===== src/rtl/ir_control.sv =====
// IR remote frame decoder: times carrier bursts and spaces in ticks and decodes 32-bit
// frames plus repeat codes. Define IR_INVERSE_CHECK_EN to reject frames with bad inverse bytes.
module ir_control #(
   parameter int TICK_DIV        = 500,
   parameter int CNT_W           = 12,
   parameter int LEAD_LOW_MIN    = 800,
   parameter int LEAD_HIGH_MIN   = 350,
   parameter int REPEAT_HIGH_MIN = 180,
   parameter int BIT_LOW_MIN     = 35,
   parameter int BIT_LOW_MAX     = 80,
   parameter int BIT1_MIN        = 112,
   parameter int BIT_HIGH_MAX    = 250,
   parameter int TIMEOUT         = 1200
) (
   input  logic       clk,
   input  logic       rst,
   input  logic       irda,
   output logic [7:0] addr,
   output logic [7:0] cmd,
   output logic       data_valid,
   output logic       repeat_o,   // "repeat" is a reserved word
   output logic       err,
   output logic       busy,
   output logic [2:0] state_dbg
);

   typedef enum logic [2:0] {
      IDLE   = 3'd0,
      LEAD_L = 3'd1,
      LEAD_H = 3'd2,
      BIT_L  = 3'd3,
      BIT_H  = 3'd4,
      CHECK  = 3'd5
   } state_t;

   localparam int PRE_W = (TICK_DIV > 1) ? $clog2(TICK_DIV) : 1;

   localparam logic [PRE_W-1:0] PRE_LAST  = PRE_W'(TICK_DIV - 1);
   localparam logic [CNT_W-1:0] LLM_C     = CNT_W'(LEAD_LOW_MIN);
   localparam logic [CNT_W-1:0] LHM_C     = CNT_W'(LEAD_HIGH_MIN);
   localparam logic [CNT_W-1:0] RHM_C     = CNT_W'(REPEAT_HIGH_MIN);
   localparam logic [CNT_W-1:0] BLMIN_C   = CNT_W'(BIT_LOW_MIN);
   localparam logic [CNT_W-1:0] BLMAX_C   = CNT_W'(BIT_LOW_MAX);
   localparam logic [CNT_W-1:0] B1MIN_C   = CNT_W'(BIT1_MIN);
   localparam logic [CNT_W-1:0] BHMAX_C   = CNT_W'(BIT_HIGH_MAX);
   localparam logic [CNT_W-1:0] TO_C      = CNT_W'(TIMEOUT);

   state_t             state_q, state_d;
   logic               sync1_q, sync2_q, prev_q;
   logic [PRE_W-1:0]   pre_q, pre_d;
   logic [CNT_W-1:0]   cnt_q, cnt_d;
   logic [5:0]         bit_cnt_q, bit_cnt_d;
   logic [31:0]        sr_q, sr_d;
   logic [7:0]         addr_q, addr_d;
   logic [7:0]         cmd_q, cmd_d;
   logic               seen_q, seen_d;
   logic               dv_q, dv_d;
   logic               rep_q, rep_d;
   logic               err_q, err_d;

   logic fall, rise, edge_det, tick, timeout, accept;

   // Idle-high line: synchronizer and edge history reset to 1 so release never fakes an edge.
   always_ff @(posedge clk) begin
      if (!rst) begin
         sync1_q <= 1'b1;
         sync2_q <= 1'b1;
         prev_q  <= 1'b1;
      end else begin
         sync1_q <= irda;
         sync2_q <= sync1_q;
         prev_q  <= sync2_q;
      end
   end

   assign fall     = prev_q & ~sync2_q;
   assign rise     = ~prev_q & sync2_q;
   assign edge_det = fall | rise;

   assign tick  = (pre_q == PRE_LAST);
   assign pre_d = tick ? '0 : pre_q + PRE_W'(1);

   always_comb begin
      cnt_d = cnt_q;
      if (edge_det) begin
         cnt_d = '0;
      end else if (tick && (cnt_q != TO_C)) begin
         cnt_d = cnt_q + CNT_W'(1);
      end
   end

   assign timeout = (cnt_q == TO_C);

`ifdef IR_INVERSE_CHECK_EN
   assign accept = (sr_q[15:8] == ~sr_q[7:0]) && (sr_q[31:24] == ~sr_q[23:16]);
`else
   assign accept = 1'b1;
`endif

   always_comb begin
      state_d   = state_q;
      bit_cnt_d = bit_cnt_q;
      sr_d      = sr_q;
      addr_d    = addr_q;
      cmd_d     = cmd_q;
      seen_d    = seen_q;
      dv_d      = 1'b0;
      rep_d     = 1'b0;
      err_d     = 1'b0;

      case (state_q)
         IDLE: begin
            if (fall) begin
               state_d = LEAD_L;
            end
         end

         LEAD_L: begin
            if (timeout) begin
               err_d   = 1'b1;
               state_d = IDLE;
            end else if (rise) begin
               // a short burst is treated as line noise, not an error
               state_d = (cnt_q >= LLM_C) ? LEAD_H : IDLE;
            end
         end

         LEAD_H: begin
            if (timeout) begin
               err_d   = 1'b1;
               state_d = IDLE;
            end else if (fall) begin
               if (cnt_q >= LHM_C) begin
                  bit_cnt_d = '0;
                  state_d   = BIT_L;
               end else if (cnt_q >= RHM_C) begin
                  rep_d   = seen_q;
                  state_d = IDLE;
               end else begin
                  err_d   = 1'b1;
                  state_d = IDLE;
               end
            end
         end

         BIT_L: begin
            if (timeout) begin
               err_d   = 1'b1;
               state_d = IDLE;
            end else if (rise) begin
               if ((cnt_q >= BLMIN_C) && (cnt_q <= BLMAX_C)) begin
                  state_d = (bit_cnt_q == 6'd32) ? CHECK : BIT_H;
               end else begin
                  err_d   = 1'b1;
                  state_d = IDLE;
               end
            end
         end

         BIT_H: begin
            if (timeout) begin
               err_d   = 1'b1;
               state_d = IDLE;
            end else if (fall) begin
               if ((cnt_q < BLMIN_C) || (cnt_q > BHMAX_C)) begin
                  err_d   = 1'b1;
                  state_d = IDLE;
               end else begin
                  sr_d      = {(cnt_q >= B1MIN_C), sr_q[31:1]};
                  bit_cnt_d = bit_cnt_q + 6'd1;
                  state_d   = BIT_L;
               end
            end
         end

         CHECK: begin
            if (accept) begin
               addr_d = sr_q[7:0];
               cmd_d  = sr_q[23:16];
               seen_d = 1'b1;
               dv_d   = 1'b1;
            end else begin
               err_d  = 1'b1;
            end
            state_d = IDLE;
         end

         default: begin
            state_d = IDLE;
         end
      endcase
   end

   always_ff @(posedge clk) begin
      if (!rst) begin
         state_q   <= IDLE;
         pre_q     <= '0;
         cnt_q     <= '0;
         bit_cnt_q <= '0;
         sr_q      <= '0;
         addr_q    <= '0;
         cmd_q     <= '0;
         seen_q    <= 1'b0;
         dv_q      <= 1'b0;
         rep_q     <= 1'b0;
         err_q     <= 1'b0;
      end else begin
         state_q   <= state_d;
         pre_q     <= pre_d;
         cnt_q     <= cnt_d;
         bit_cnt_q <= bit_cnt_d;
         sr_q      <= sr_d;
         addr_q    <= addr_d;
         cmd_q     <= cmd_d;
         seen_q    <= seen_d;
         dv_q      <= dv_d;
         rep_q     <= rep_d;
         err_q     <= err_d;
      end
   end

   // Pulses are registered alongside addr/cmd so a data_valid sees the new bytes.
   assign addr       = addr_q;
   assign cmd        = cmd_q;
   assign data_valid = dv_q;
   assign repeat_o   = rep_q;
   assign err        = err_q;
   assign busy       = (state_q != IDLE);
   assign state_dbg  = state_q;

endmodule


===== config.mk =====
export PLATFORM = sky130hd
export DESIGN_NAME = ir_control
export DESIGN_NICKNAME = d
export VERILOG_FILES = /design/src/rtl/ir_control.sv
export SDC_FILE = /design/constraint.sdc
export NUM_CORES = 1
export LEC_CHECK = 0
export ABC_AREA = 1
export CAP_MARGIN = 20
export CORE_MARGIN = 3
export CORE_UTILIZATION = 40
export CTS_CLUSTER_SIZE = 24
export DETAILED_ROUTE_END_ITERATION = 16
export DONT_BUFFER_PORTS = 1
export GPL_ROUTABILITY_DRIVEN = 0
export PLACE_DENSITY = 0.53
export SETUP_SLACK_MARGIN = 0.02
export SYNTH_ARGS = -nofsm -noshare
export SYNTH_HDL_FRONTEND = slang
export SYNTH_SLANG_ARGS = --single-unit

===== constraint.sdc =====
create_clock -name clk -period 3.23 [get_ports clk]
set_input_delay 0.4845 -clock clk [delete_from_list [all_inputs] [get_ports clk]]
set_output_delay 0.4845 -clock clk [all_outputs]
set_load 0.02 [all_outputs]

## Word-level counts from Yosys, hierarchy flattened

Index checks and enable logic that the tools add are counted.

- Add/sub/neg operators: 3
- Multipliers: 0
- Div/mod/pow operators: 0
- $lt $le $gt $ge: 8
- Equal/unequal tests: 20
- Shifts and indexed selects: 0
- Mux-type cells: 35
- Bitwise logic cells: 11
- Reductions and logical operators: 12

Operators by type and width:

| kind | count |
|---|---|
| 6-bit two-way mux | 6 |
| 3-bit two-way mux | 10 |
| 3-bit one-hot mux with 5 select lines | 1 |
| 2-bit inequality test, second input constant | 7 |
| 1-bit two-way mux | 13 |
| 12-bit by 1-bit adder with 12-bit output, second input constant | 1 |
| 12-bit by 11-bit == test with 1-bit output, second input constant | 1 |
| 12-bit by 10-bit >= comparator with 1-bit output, second input constant | 1 |
| 12-bit by 6-bit >= comparator with 1-bit output, second input constant | 1 |
| 12-bit by 7-bit >= comparator with 1-bit output, second input constant | 1 |
| 12-bit by 8-bit >= comparator with 1-bit output, second input constant | 1 |
| 12-bit by 9-bit >= comparator with 1-bit output, second input constant | 1 |
| 12-bit by 8-bit greater-than comparator with 1-bit output, second input constant | 1 |
| 12-bit by 7-bit <= comparator with 1-bit output, second input constant | 1 |
| 12-bit by 6-bit < comparator with 1-bit output, second input constant | 1 |
| 12-bit by 11-bit inequality test with 1-bit output, second input constant | 1 |
| 3-bit inequality test, second input constant | 4 |
| 6-bit one-hot mux with 2 select lines | 1 |
| 9-bit by 1-bit adder with 9-bit output, second input constant | 1 |
| 9-bit == test, second input constant | 1 |
| 1-bit inverter | 8 |
| 7-bit AND reduction | 1 |
| 6-bit by 1-bit adder with 6-bit output, second input constant | 1 |
| 3-bit by 2-bit == test with 1-bit output, second input constant | 2 |
| other kinds (16) | 22 |

- Bits in registers: 85
- Latch bits: 0
- RAM bits: 0
- Bits in read-only memories: 0
- Input bits: 3
- Output and inout bits: 23
- Word-level logic and storage cells: 103
- Memories kept: 0

## Logic depth before layout (Yosys ltp)

Gate-level depths: netlist (run 1).

- Depth in word-level cells: 6
- Gate-level depth with buffers: 13
- Depth with buffers taken out: 13

## Worst setup path before layout (run 1)

Ideal clock, no wire load.

- Kind: reg2reg
- From: register cnt_q[1]
- To: register bit_cnt_q[1]
- Library setup time: 0.118 ns
- Arrival time: 1.423 ns
- Data required time: 3.112 ns
- Setup slack: 1.690 ns
- Stages on the path, launching flop included: 14
- Path buffers: 0
- Period minus slack after synthesis: 1.540 ns
- Cell sequence: dfxtp_1 inv_1 ha_1 inv_1 nor2_1 nand3_4 nand2_1 inv_1 nand2_2 nand2_4 nand2_4 nand2_1 o21ai_1 nor2_1

- Word-level cells in the longest chain between the ends: 4

RTL lines:

| item | line | source |
|---|---|---|
| start: declaration | 51 | `logic [CNT_W-1:0] cnt_q, cnt_d;` |
| start signal: assignment | 210 | `cnt_q <= cnt_d;` |
| 12-bit by 6-bit < comparator with 1-bit output or 12-bit by 8-bit greater-than comparator with 1-bit output (tied branches) | 165 | `if ((cnt_q < BLMIN_C) \|\| (cnt_q > BHMAX_C)) begin` |
| 1-bit logical OR | 165 |  |
| 2-bit inequality test (no line) | -- |  |
| 7-bit AND reduction (no line) (*) | -- |  |
| end signal: assignment | 211 | `bit_cnt_q <= bit_cnt_d;` |
| end: declaration | 52 | `logic [5:0] bit_cnt_q, bit_cnt_d;` |

Mark *: on every way between the ends. The rest lies on a longest branch, timed or not.
A chain may end at the register's enable or synchronous reset.

## Final worst setup path (run 1)

- From: register cnt_q[1]
- To: register sr_q[28]

- Word-level cells in the longest chain between the ends: 4

RTL lines:

| item | line | source |
|---|---|---|
| 12-bit by 6-bit < comparator with 1-bit output or 12-bit by 8-bit greater-than comparator with 1-bit output (tied branches) | 165 |  |
| 1-bit logical OR | 165 |  |
| 1-bit inverter (no line) | -- |  |
| 4-bit AND reduction (no line) (*) | -- |  |
| end signal: assignment | 212 | `sr_q <= sr_d;` |
| end: declaration | 53 | `logic [31:0] sr_q, sr_d;` |

Marked as above.

==> reports/results.txt, run 1 <==
RR Startpoint: cnt_q[1]
Routed Antenna Nets: 0
Mapped Avg Cell Area: 7.309 um^2
Fin area: 0.004091 mm^2
Hold Path End: prev_q
First-pass GRT wire length: 12610 um
Synthesized cell area: 0.003786 mm^2
Final period utilization: 0.6859
Post-CTS Setup Inserts: 0
PortBufs: 0
Pin count of the biggest net entering global routing: 54
CP endpoint kind: register
RSZ-0062 raised after global routing: false
CTS tree: yes
Final Worst Setup Slack: 1014 ps
Setup crit start kind: register
Initial drt markers: 128
Status: completed
Clk Latency, worst-skew pair: 360 ps
Total global routing overflow: 0
Total GRT Usage: 0.1480
Post-Route WL: 7318 um
Hold Crit Depth: 1
Slew @ Worst Pin: 522.1 ps
CTS root buf: clkbuf_8
Clock tree buffer depth: 2
Total chip power: 1.870 mW
Initial DRT Pass Iterations: 4
Leakage: 1.501 nW
Hold_sp: rst
Vias per cell: 4.779
Predominant post-synthesis flop cell: dfxtp_1
Wire per inst: 11.33 um
Synth Register Bits: 85
Post-synth EDFFs: 0
CP Max Fanout: 24
FF-to-FF setup slack: 1010 ps
Total CTS buffers: 9
Die width: 103.3 um
Dpl ws: 1031 ps
Min Tclk post-route: 2216 ps
Achievable Freq: 0.4514 GHz
Die Area: 0.01067 mm^2
Starting Density: 0.4218
Critical path type: reg2reg
Clock Sinks: 85
Clk_skew: 10.59 ps
Ratio of cells with drive above 1 in the final layout: 0.07692
Vias in the first global route: 2815
Synthesis Warnings: 0
Worst EP arrival: 2460 ps
VDD IR max: 261.3 uV
Slew Limit Fails: 0
Crit path required time: 3480 ps
Initial antenna violation count: 1
Register area share after synthesis: 0.4494
Max-cap violation count: 0
Async set-reset flop share out of synthesis: 0
Final setup viols: 0
Mapped Nets: 528
Layout Area Growth over Synthesis: 8.063%
R2r worst-path depth: 9
Num rows: 34
Hpwl dp: 5091 um
Max-slew headroom: 0.6510
PostCTS Resize Cnt: 0
Final net count: 525
Final Hold Viols: 0
Crit path from: cnt_q[1]
Post-Place Cell Area: 0.003879 mm^2
Antenna diodes: 0
Worst Hold Class: in2reg
# IOs: 26
Post-synth cell types: 35
Worst-path clk slew: 100 ps
Die height: 103.3 um
R2R Path End: sr_q[28]
Core area: 0.008976 mm^2
Via count: 3087
Pwr Density: 457.1 mW/mm^2
# DRC: 0
H-tree Lvls: 3
Hold Buf Count CTS: 0
Sum Neg Setup Slack: 0 ps
Syn Inst Count: 518
## where the power goes
| group | total (mW) | switching [mW] | internal (mW) |
|---|---|---|---|
| sequential | 1.06 | 0.00885 | 1.05 |
| combinational | 0.0612 | 0.0401 | 0.0211 |
| clock | 0.746 | 0.440 | 0.306 |
| total | 1.87 | 0.488 | 1.38 |
## cell type report
cell class                 instances  area [um^2]
clock buffer                       9        123.9
timing repair buffer               3        30.03
inverter                          93        349.1
tap                              126        157.7
clock inverter                     7        73.82
multi-input combinational        323         1655
sequential                        85         1702
fill                             914         4885
## layout by cell type, fill, tap and decap left out, types with 2 or more instances in the layout
| cell | synthesis | final |
|---|---|---|
| ha_1 | 7 | 7 |
| clkbuf_8 | 0 | 9 |
| inv_8 | 0 | 2 |
| o21ai_0 | 31 | 31 |
| or2_2 | 3 | 3 |
| inv_2 | 5 | 5 |
| dfxtp_1 | 85 | 85 |
| nor3b_1 | 2 | 2 |
| xor2_1 | 7 | 7 |
| nand4_1 | 11 | 11 |
| inv_1 | 87 | 87 |
| o21ai_1 | 32 | 32 |
| nand2_2 | 4 | 4 |
| nor2_1 | 42 | 42 |
| a21oi_1 | 70 | 70 |
| nor3_1 | 11 | 11 |
| buf_4 | 3 | 2 |
| nand3_1 | 16 | 16 |
| and3_1 | 2 | 2 |
| inv_6 | 0 | 3 |
| nand2_4 | 3 | 3 |
| nand2_1 | 69 | 69 |
## cell families after synthesis
family	after synthesis	synth area share
XOR/XNOR	7	0.01619
AND/OR/NAND/NOR	169	0.2082
buffers and inverters	110	0.1134
adder cells (fa/ha/maj)	7	0.02313
AO/OA/AOI/OAI	140	0.1897
flip-flops	85	0.4494
## sequential cells by signal, indices dropped and copies added (netlist names), 3 cells and up
signal	flops
state_dbg	3
pre_q	9
sr_q	32
addr	8
cmd	8
cnt_q	12
bit_cnt_q	6
## cell usage after synthesis (4+ instances only)
| library cell | instances | area [um^2] |
|---|---|---|
| buf_2 | 4 | 20.02 |
| a21oi_1 | 70 | 350.3 |
| nand3_1 | 16 | 80.08 |
| dfxtp_1 | 85 | 1702 |
| ha_1 | 7 | 87.58 |
| inv_2 | 5 | 18.77 |
| nor2_1 | 42 | 157.7 |
| o21ai_0 | 31 | 155.2 |
| xor2_1 | 7 | 61.31 |
| nand2_2 | 4 | 25.02 |
| clkbuf_1 | 10 | 37.54 |
| inv_1 | 87 | 326.6 |
| nand4_1 | 11 | 68.82 |
| o21ai_1 | 32 | 160.2 |
| nand2_1 | 69 | 259.0 |
| nor3_1 | 11 | 55.05 |
## worst max-delay path by stage
stage                              end  slack (ps)  cells after the start
after detailed placement        cmd[1]        1030                      3
after global placement        sr_q[27]        1080                      9
final                         sr_q[28]        1010                      9
after CTS                      addr[2]        1020                      3
after global routing          sr_q[26]         790                      8
after floorplan           bit_cnt_q[1]        1690                     13
## stage by stage
| step | hold WS (ps) | std cells | util |
|---|---|---|---|
| floorplan | 392.5 | 518 | - |
| global placement | 396.9 | 629 | 0.4321 |
| detailed placement | 402.3 | 629 | 0.4321 |
| CTS | 181.0 | 645 | 0.4541 |
| global route | 187.5 | 646 | 0.4558 |
| finish | 208.6 | 646 | 0.4558 |
## metal layers
metal | vias up | wire length, um | global-route usage
li1 | 1667 | - | -
met5 | - | 13 | 0
met2 | 47 | 3072 | 0.2185
met1 | 1363 | 3849 | 0.2049
met4 | 2 | 80 | 0.04382
met3 | 8 | 302 | 0.05030
## worst max-delay path, stage by stage, from the launching register on
cell	delay [ps]
dfxtp_1	410
ha_1	300
inv_1	80
nand2_1	80
nand2_1	90
a21oi_2	200
nand3_2	380
buf_4	350
o21ai_0	160
a21oi_1	60
Power figures use the tool's default switching activity.
==> run 2: changes to the inputs <==
--- a/config.mk
+++ b/config.mk
@@ -13,7 +13,7 @@
 export DETAILED_ROUTE_END_ITERATION = 16
 export DONT_BUFFER_PORTS = 1
 export GPL_ROUTABILITY_DRIVEN = 0
-export PLACE_DENSITY = 0.53
+export PLACE_DENSITY = 0.55
 export SETUP_SLACK_MARGIN = 0.02
 export SYNTH_ARGS = -nofsm -noshare
 export SYNTH_HDL_FRONTEND = slang
==> constraint.sdc (replaced) <==
create_clock -name clk -period 1.9 [get_ports clk]
set_input_delay 0.285 -clock clk [delete_from_list [all_inputs] [get_ports clk]]
set_output_delay 0.285 -clock clk [all_outputs]
set_load 0.02 [all_outputs]
==> run 2 against run 1 <==
Core utilization grew 1.2 points. Clock power rose by 66%. First-iteration DRC count did not move. Non-clock buffer count increased by 10. Final area is 2.5% higher. Final cell count rose by 1.7%. Register-to-register slack worse by 820 ps. Setup slack worse by 820 ps. Combinational power is 100% higher. Critical path type unchanged.
==> reports/results.txt, run 2 (synthesis results as in run 1) <==
Crit-path cells: inv_1 -> ha_1 -> inv_1 -> nor2_2 -> nand3_4 -> o21ai_1 -> inv_1 -> nand2_4 -> nand2_1 -> o21ai_1 -> nor2_1 (was ha_1 -> inv_1 -> nand2_1 -> nand2_1 -> a21oi_2 -> nand3_2 -> buf_4 -> o21ai_0 -> a21oi_1)
Total chip power: 3.169 mW (was 1.870 mW)
Post-Route WL: 7240 um (was 7318 um)
Clk Latency, worst-skew pair: 360 ps (about the same)
R2R Path End: bit_cnt_q[1] (was sr_q[28])
Initial drt markers: 128 (unchanged)
Die Area: 0.01067 mm^2 (unchanged)
Layout Area Growth over Synthesis: 10.81% (was 8.063%)
Top Registers: sr_q x32, cnt_q x12, pre_q x9 (unchanged)
RR Startpoint: cnt_q[0] (was cnt_q[1])
Leakage: 1.572 nW (was 1.501 nW)
Setup crit start kind: register (unchanged)
Pin count of the biggest net entering global routing: 54 (unchanged)
Fill count: 926 (was 914)
Register area: 0.001708 mm^2 (was 0.001702 mm^2)
PortBufs: 0 (unchanged)
Achievable Freq: 0.5847 GHz (was 0.4514 GHz)
Logic pwr share: 0.039 (was 0.033)
Final Worst Setup Slack: 189.8 ps (was 1014 ps)
Crit path required time: 2150 ps (was 3480 ps)
Clock tree buffer depth: 2 (unchanged)
Largest Register: sr_q (unchanged)
Dpl ws: 82.88 ps (was 1031 ps)
Flop pwr share: 0.569 (was 0.568)
Worst path bufs/invs: 3 (was 2)
H-tree Lvls: 3 (unchanged)
Final net count: 535 (was 525)
Worst EP arrival: 1960 ps (was 2460 ps)
Final Hold Viols: 0 (unchanged)
Hpwl dp: 5047 um (was 5091 um)
Switch share: 0.2561 (was 0.2612)
Min Tclk post-route: 1710 ps (was 2216 ps)
First-pass GRT wire length: 12520 um (was 12610 um)
Clock group share of total power: 0.392 (was 0.399)
VDD IR max: 387.9 uV (was 261.3 uV)
Routed Antenna Nets: 0 (unchanged)
# IOs: 26 (unchanged)
Hold Path End: sync1_q (was prev_q)
Status: completed (unchanged)
Max FFs per register: 32 (unchanged)
Ratio of cells with drive above 1 in the final layout: 0.1075 (was 0.07692)
Worst Hold Class: in2reg (unchanged)
Clk_skew: 15.11 ps (was 10.59 ps)
Total global routing overflow: 0 (unchanged)
Top cell family by delay on the critical path: simple AND/OR/NAND/NOR gates (unchanged)
Wire per inst: 11.02 um (was 11.33 um)
Hold_sp: irda (was rst)
Max-slew headroom: 0.7115 (was 0.6510)
FF-to-FF setup slack: 190 ps (was 1010 ps)
R2r worst-path depth: 11 (was 9)
Hold Crit Depth: 1 (unchanged)
CP endpoint kind: register (unchanged)
Final period utilization: 0.9001 (was 0.6859)
CTS root buf: clkbuf_8 (unchanged)
# DRC: 0 (unchanged)
Via count: 3097 (was 3087)
Sum Neg Setup Slack: 0 ps (unchanged)
Final setup viols: 0 (unchanged)
Most common cell after layout, fill and taps aside: inv_1 (unchanged)
Area of the multi-input gates: 0.001667 mm^2 (was 0.001655 mm^2)
Die width: 103.3 um (unchanged)
Total CTS buffers: 9 (unchanged)
Initial antenna violation count: 1 (unchanged)
Slew Limit Fails: 0 (unchanged)
Die height: 103.3 um (unchanged)
Worst-path clk slew: 90 ps (was 100 ps)
Clock Sinks: 85 (unchanged)
Int Pwr: 2.358 mW (was 1.382 mW)
Commonest cells after routing, fill and taps aside: 86 x inv_1, 80 x dfxtp_1, 70 x a21oi_1, 69 x nand2_1, 40 x nor2_1 (was 87 x inv_1, 85 x dfxtp_1, 70 x a21oi_1, 69 x nand2_1, 42 x nor2_1)
CP Max Fanout: 9 (was 24)
Starting Density: 0.4218 (unchanged)
CP max stage cell: dfxtp_2 (was dfxtp_1)
Vias in the first global route: 2812 (was 2815)
Total GRT Usage: 0.1458 (was 0.1480)
CTS tree: yes (unchanged)
Sw power: 811.6 uW (was 488.5 uW)
Slowest stage delay, CP: 340 ps (was 410 ps)
Initial DRT Pass Iterations: 4 (unchanged)
Core area: 0.008976 mm^2 (unchanged)
RSZ-0062 raised after global routing: true (was false)
Vias per cell: 4.714 (was 4.779)
Critical path type: reg2reg (unchanged)
Slew @ Worst Pin: 429.5 ps (was 522.1 ps)
Pwr Density: 755.5 mW/mm^2 (was 457.1 mW/mm^2)
Most used cell, CP: inv_1 (was nand2_1)
Num rows: 34 (unchanged)
Max-cap violation count: 0 (unchanged)
## run 2: changes by cell type in the layout (fill, tap and decap cells not counted), sizes merged
cell / change
clkinv: -1
clkinvlp: +1
buf: +9
dlygate4sd3: +1
diode: +1
## run 2: area by class of cell
| class | count | share of cell area |
|---|---|---|
| inverter | 93 | 0.08381 |
| sequential | 85 | 0.4071 |
| multi-input combinational | 323 | 0.3973 |
| clock inverter | 7 | 0.01730 |
| timing repair buffer | 13 | 0.02684 |
| clock buffer | 9 | 0.02953 |
| tap | 126 | 0.03758 |
| antenna | 1 | 0.0005965 |
## run 2: metrics by stage
step / utilization / instance area [um^2] / cells / hold WS (ps)
floorplan: - / 3786 / 518 / 391.6
global placement: 0.4410 / 3959 / 638 / 361.5
detailed placement: 0.4410 / 3959 / 638 / 365.1
CTS: 0.4640 / 4165 / 655 / 15.84
global route: 0.4674 / 4195 / 657 / 34.33
finish: 0.4674 / 4195 / 657 / 42.81
## run 2: repair_timing
action,CTS,global route
hold buffers,1,0
setup buffers,0,1
endpoints found under the setup margin,0,14
endpoints found under the hold margin,1,0
resized for setup,0,10
## run 2: routing by layer
layer	vias to the layer above	routed length, um	GRT usage
met5	-	0	0
met4	0	44	0.03884
met3	4	287	0.04359
met2	45	3189	0.2245
met1	1360	3718	0.1999
li1	1688	-	-
## run 2: how the worst max path moves through the flow
| stage | slack [ps] | depth (start not counted) | to | from |
|---|---|---|---|---|
| after global placement | 80 | 12 | cnt_q[11] | cnt_q[0] |
| after detailed placement | 80 | 13 | bit_cnt_q[1] | cnt_q[1] |
| after CTS | 80 | 13 | bit_cnt_q[1] | cnt_q[1] |
| final | 190 | 11 | bit_cnt_q[1] | cnt_q[0] |
| after global routing | -4 | 10 | cnt_q[11] | pre_q[0] |
| after floorplan | 360 | 13 | bit_cnt_q[1] | cnt_q[1] |
## run 2: power groups by stage
stage,clock [mW],sequential [mW],combinational [mW]
floorplan,0,1.85,0.0977
global placement,0,1.84,0.122
detailed placement,0,1.84,0.122
CTS,1.32,1.80,0.125
global route,1.37,1.81,0.145
finish,1.24,1.80,0.125
==> run 3: changes to the inputs <==
--- a/config.mk
+++ b/config.mk
@@ -7,13 +7,12 @@
 export LEC_CHECK = 0
 export ABC_AREA = 1
 export CAP_MARGIN = 20
-export CORE_MARGIN = 3
 export CORE_UTILIZATION = 40
 export CTS_CLUSTER_SIZE = 24
 export DETAILED_ROUTE_END_ITERATION = 16
-export DONT_BUFFER_PORTS = 1
 export GPL_ROUTABILITY_DRIVEN = 0
-export PLACE_DENSITY = 0.55
+export MAX_ROUTING_LAYER = met4
+export PLACE_DENSITY = 0.59
 export SETUP_SLACK_MARGIN = 0.02
 export SYNTH_ARGS = -nofsm -noshare
 export SYNTH_HDL_FRONTEND = slang
==> run 3 against run 2 <==
Clock power about the same. Routed wire length up 2.4%. Clock skew up 2.1 ps. Setup slack worse by 51 ps. Final area up 4.9%. Fmax down 2.9%. Register-to-register slack worse by 50 ps. Non-clock buffer count up 22. Hold slack better by 380 ps. Critical endpoint is now cnt_q[11]. Largest power group unchanged. Highest routed layer unchanged.
==> reports/results.txt, run 3 (synthesis results as in run 1) <==
Leakage: 1.629 nW (was 1.572 nW)
Hpwl dp: 5200 um (was 5047 um)
Clk Latency, worst-skew pair: 360 ps (about the same)
Total GRT Usage: 0.1692 (was 0.1458)
Dpl ws: 98.16 ps (was 82.88 ps)
Hold Buf Count CTS: 0 (was 1)
# DRC: 0 (unchanged)
Setup crit start kind: register (unchanged)
Total CTS buffers: 9 (unchanged)
Crit path required time: 2160 ps (was 2150 ps)
Die height: 99.29 um (was 103.3 um)
H-tree Lvls: 3 (unchanged)
Achievable Freq: 0.5678 GHz (was 0.5847 GHz)
Wire per inst: 11.19 um (was 11.02 um)
Sum Neg Setup Slack: 0 ps (unchanged)
Crit path from: cnt_q[0] (unchanged)
VDD IR max: 397.2 uV (was 387.9 uV)
Pin count of the biggest net entering global routing: 43 (was 54)
Initial DRT Pass Iterations: 5 (was 4)
Final Worst Setup Slack: 138.8 ps (was 189.8 ps)
Via count: 3226 (was 3097)
Slew Limit Fails: 0 (unchanged)
CTS root buf: clkbuf_8 (unchanged)
Top Registers: sr_q x32, cnt_q x12, pre_q x9 (unchanged)
Register area: 0.001707 mm^2 (was 0.001708 mm^2)
Fill count: 944 (was 926)
CP endpoint kind: register (unchanged)
CTS tree: yes (unchanged)
Final Hold Viols: 0 (unchanged)
GR Util met2: 0.2553 (was 0.2245)
Hold WS: 418.9 ps (was 42.81 ps)
Routed Antenna Nets: 0 (unchanged)
Clk_skew: 17.26 ps (was 15.11 ps)
Starting Density: 0.4117 (was 0.4218)
Layout Area Growth over Synthesis: 16.23% (was 10.81%)
Initial drt markers: 128 (unchanged)
Worst Hold Class: reg2reg (was in2reg)
# IOs: 26 (unchanged)
PortBufs: 25 (was 0)
Core area: 0.009196 mm^2 (was 0.008976 mm^2)
CP Max Fanout: 8 (was 9)
Most common cell after layout, fill and taps aside: inv_1 (unchanged)
Critical path type: reg2reg (unchanged)
Pwr Density: 723.4 mW/mm^2 (was 755.5 mW/mm^2)
RR Startpoint: cnt_q[0] (unchanged)
Post-Route WL: 7416 um (was 7240 um)
FF-to-FF setup slack: 140 ps (was 190 ps)
Worst EP arrival: 2020 ps (was 1960 ps)
Status: completed (unchanged)
Final setup viols: 0 (unchanged)
Met3 Usage GRT: 0.03584 (was 0.04359)
Max-slew headroom: 0.6312 (was 0.7115)
Final Util: 0.4785 (was 0.4674)
Largest Register: sr_q (unchanged)
Post-route insts no fill: 663 (was 657)
Min Tclk post-route: 1761 ps (was 1710 ps)
Hold_sp: sync1_q (was irda)
First-pass GRT wire length: 13030 um (was 12520 um)
Max-cap violation count: 0 (unchanged)
GR peak layer: met2 (unchanged)
Clock tree buffer depth: 2 (unchanged)
Num rows: 35 (was 34)
Slew @ Worst Pin: 549.0 ps (was 429.5 ps)
Max FFs per register: 32 (unchanged)
Area of the multi-input gates: 0.001667 mm^2 (unchanged)
Ratio of cells with drive above 1 in the final layout: 0.09964 (was 0.1075)
Commonest cells after routing, fill and taps aside: 87 x inv_1, 81 x dfxtp_1, 69 x nand2_1, 69 x a21oi_1, 39 x nor2_1 (was 86 x inv_1, 80 x dfxtp_1, 70 x a21oi_1, 69 x nand2_1, 40 x nor2_1)
Vias in the first global route: 2899 (was 2812)
Total global routing overflow: 0 (unchanged)
Vias per cell: 4.866 (was 4.714)
Initial antenna violation count: 0 (was 1)
# placed instances: 647 (was 638)
Worst-path clk slew: 100 ps (was 90 ps)
Final net count: 557 (was 535)
Antenna diodes: 0 (was 1)
Final period utilization: 0.9270 (was 0.9001)
RSZ-0062 raised after global routing: true (unchanged)
M1 GR Usage: 0.2214 (was 0.1999)
Clock Sinks: 85 (unchanged)
Die width: 99.29 um (was 103.3 um)
Die Area: 0.009859 mm^2 (was 0.01067 mm^2)
==> run 3: critical path, cell delays in order (launching register included) <==
cell	delay [ps]
dfxtp_1	380
inv_1	100
ha_1	210
inv_1	70
nor2_2	60
nand3_4	120
nand2_4	90
inv_2	120
nand2_2	100
nor3_2	230
nand3_1	100
nand2_1	70
nor2_1	30
==> run 3: what timing repair did <==
item,4_1_cts,5_1_grt
endpoints found under the setup margin,1,18
cloned,0,0
resized for setup,2,7
setup buffers,0,0
==> run 3: report_power, final <==
group	switching (mW)	leakage, nW	internal [mW]
Combinational	0.0910	0.850	0.0551
Sequential	0.0100	0.688	1.79
Clock	0.704	0.0914	0.532
==> run 3: metrics by stage <==
step,cell area [um^2],power [mW]
after global placement,4195,1.988
after floorplan,3786,1.944
final,4400,3.183
after global routing,4400,3.322
after CTS,4385,3.229
after detailed placement,4195,1.989
==> run 3: final cells by class <==
class | count | area share
sequential | 85 | 0.3878
multi-input combinational | 323 | 0.3787
timing repair buffer | 35 | 0.07933
inverter | 93 | 0.07933
tap | 111 | 0.03156
clock buffer | 10 | 0.03128
clock inverter | 6 | 0.01194
==> run 3: metal layers <==
metal | up-vias | part of all wire
met1 | 1427 | 0.51
met2 | 54 | 0.44
met5 | - | 0
met3 | 11 | 0.038
li1 | 1734 | -
met4 | 0 | 0.014
==> run 3: final timing paths <==
| check | end | cells after the start |
|---|---|---|
| worst max-delay path | cnt_q[11] | 12 |
| worst min register to register | sync2_q | 1 |
| worst max register to register | cnt_q[11] | 12 |
| worst min-delay path | sync2_q | 1 |
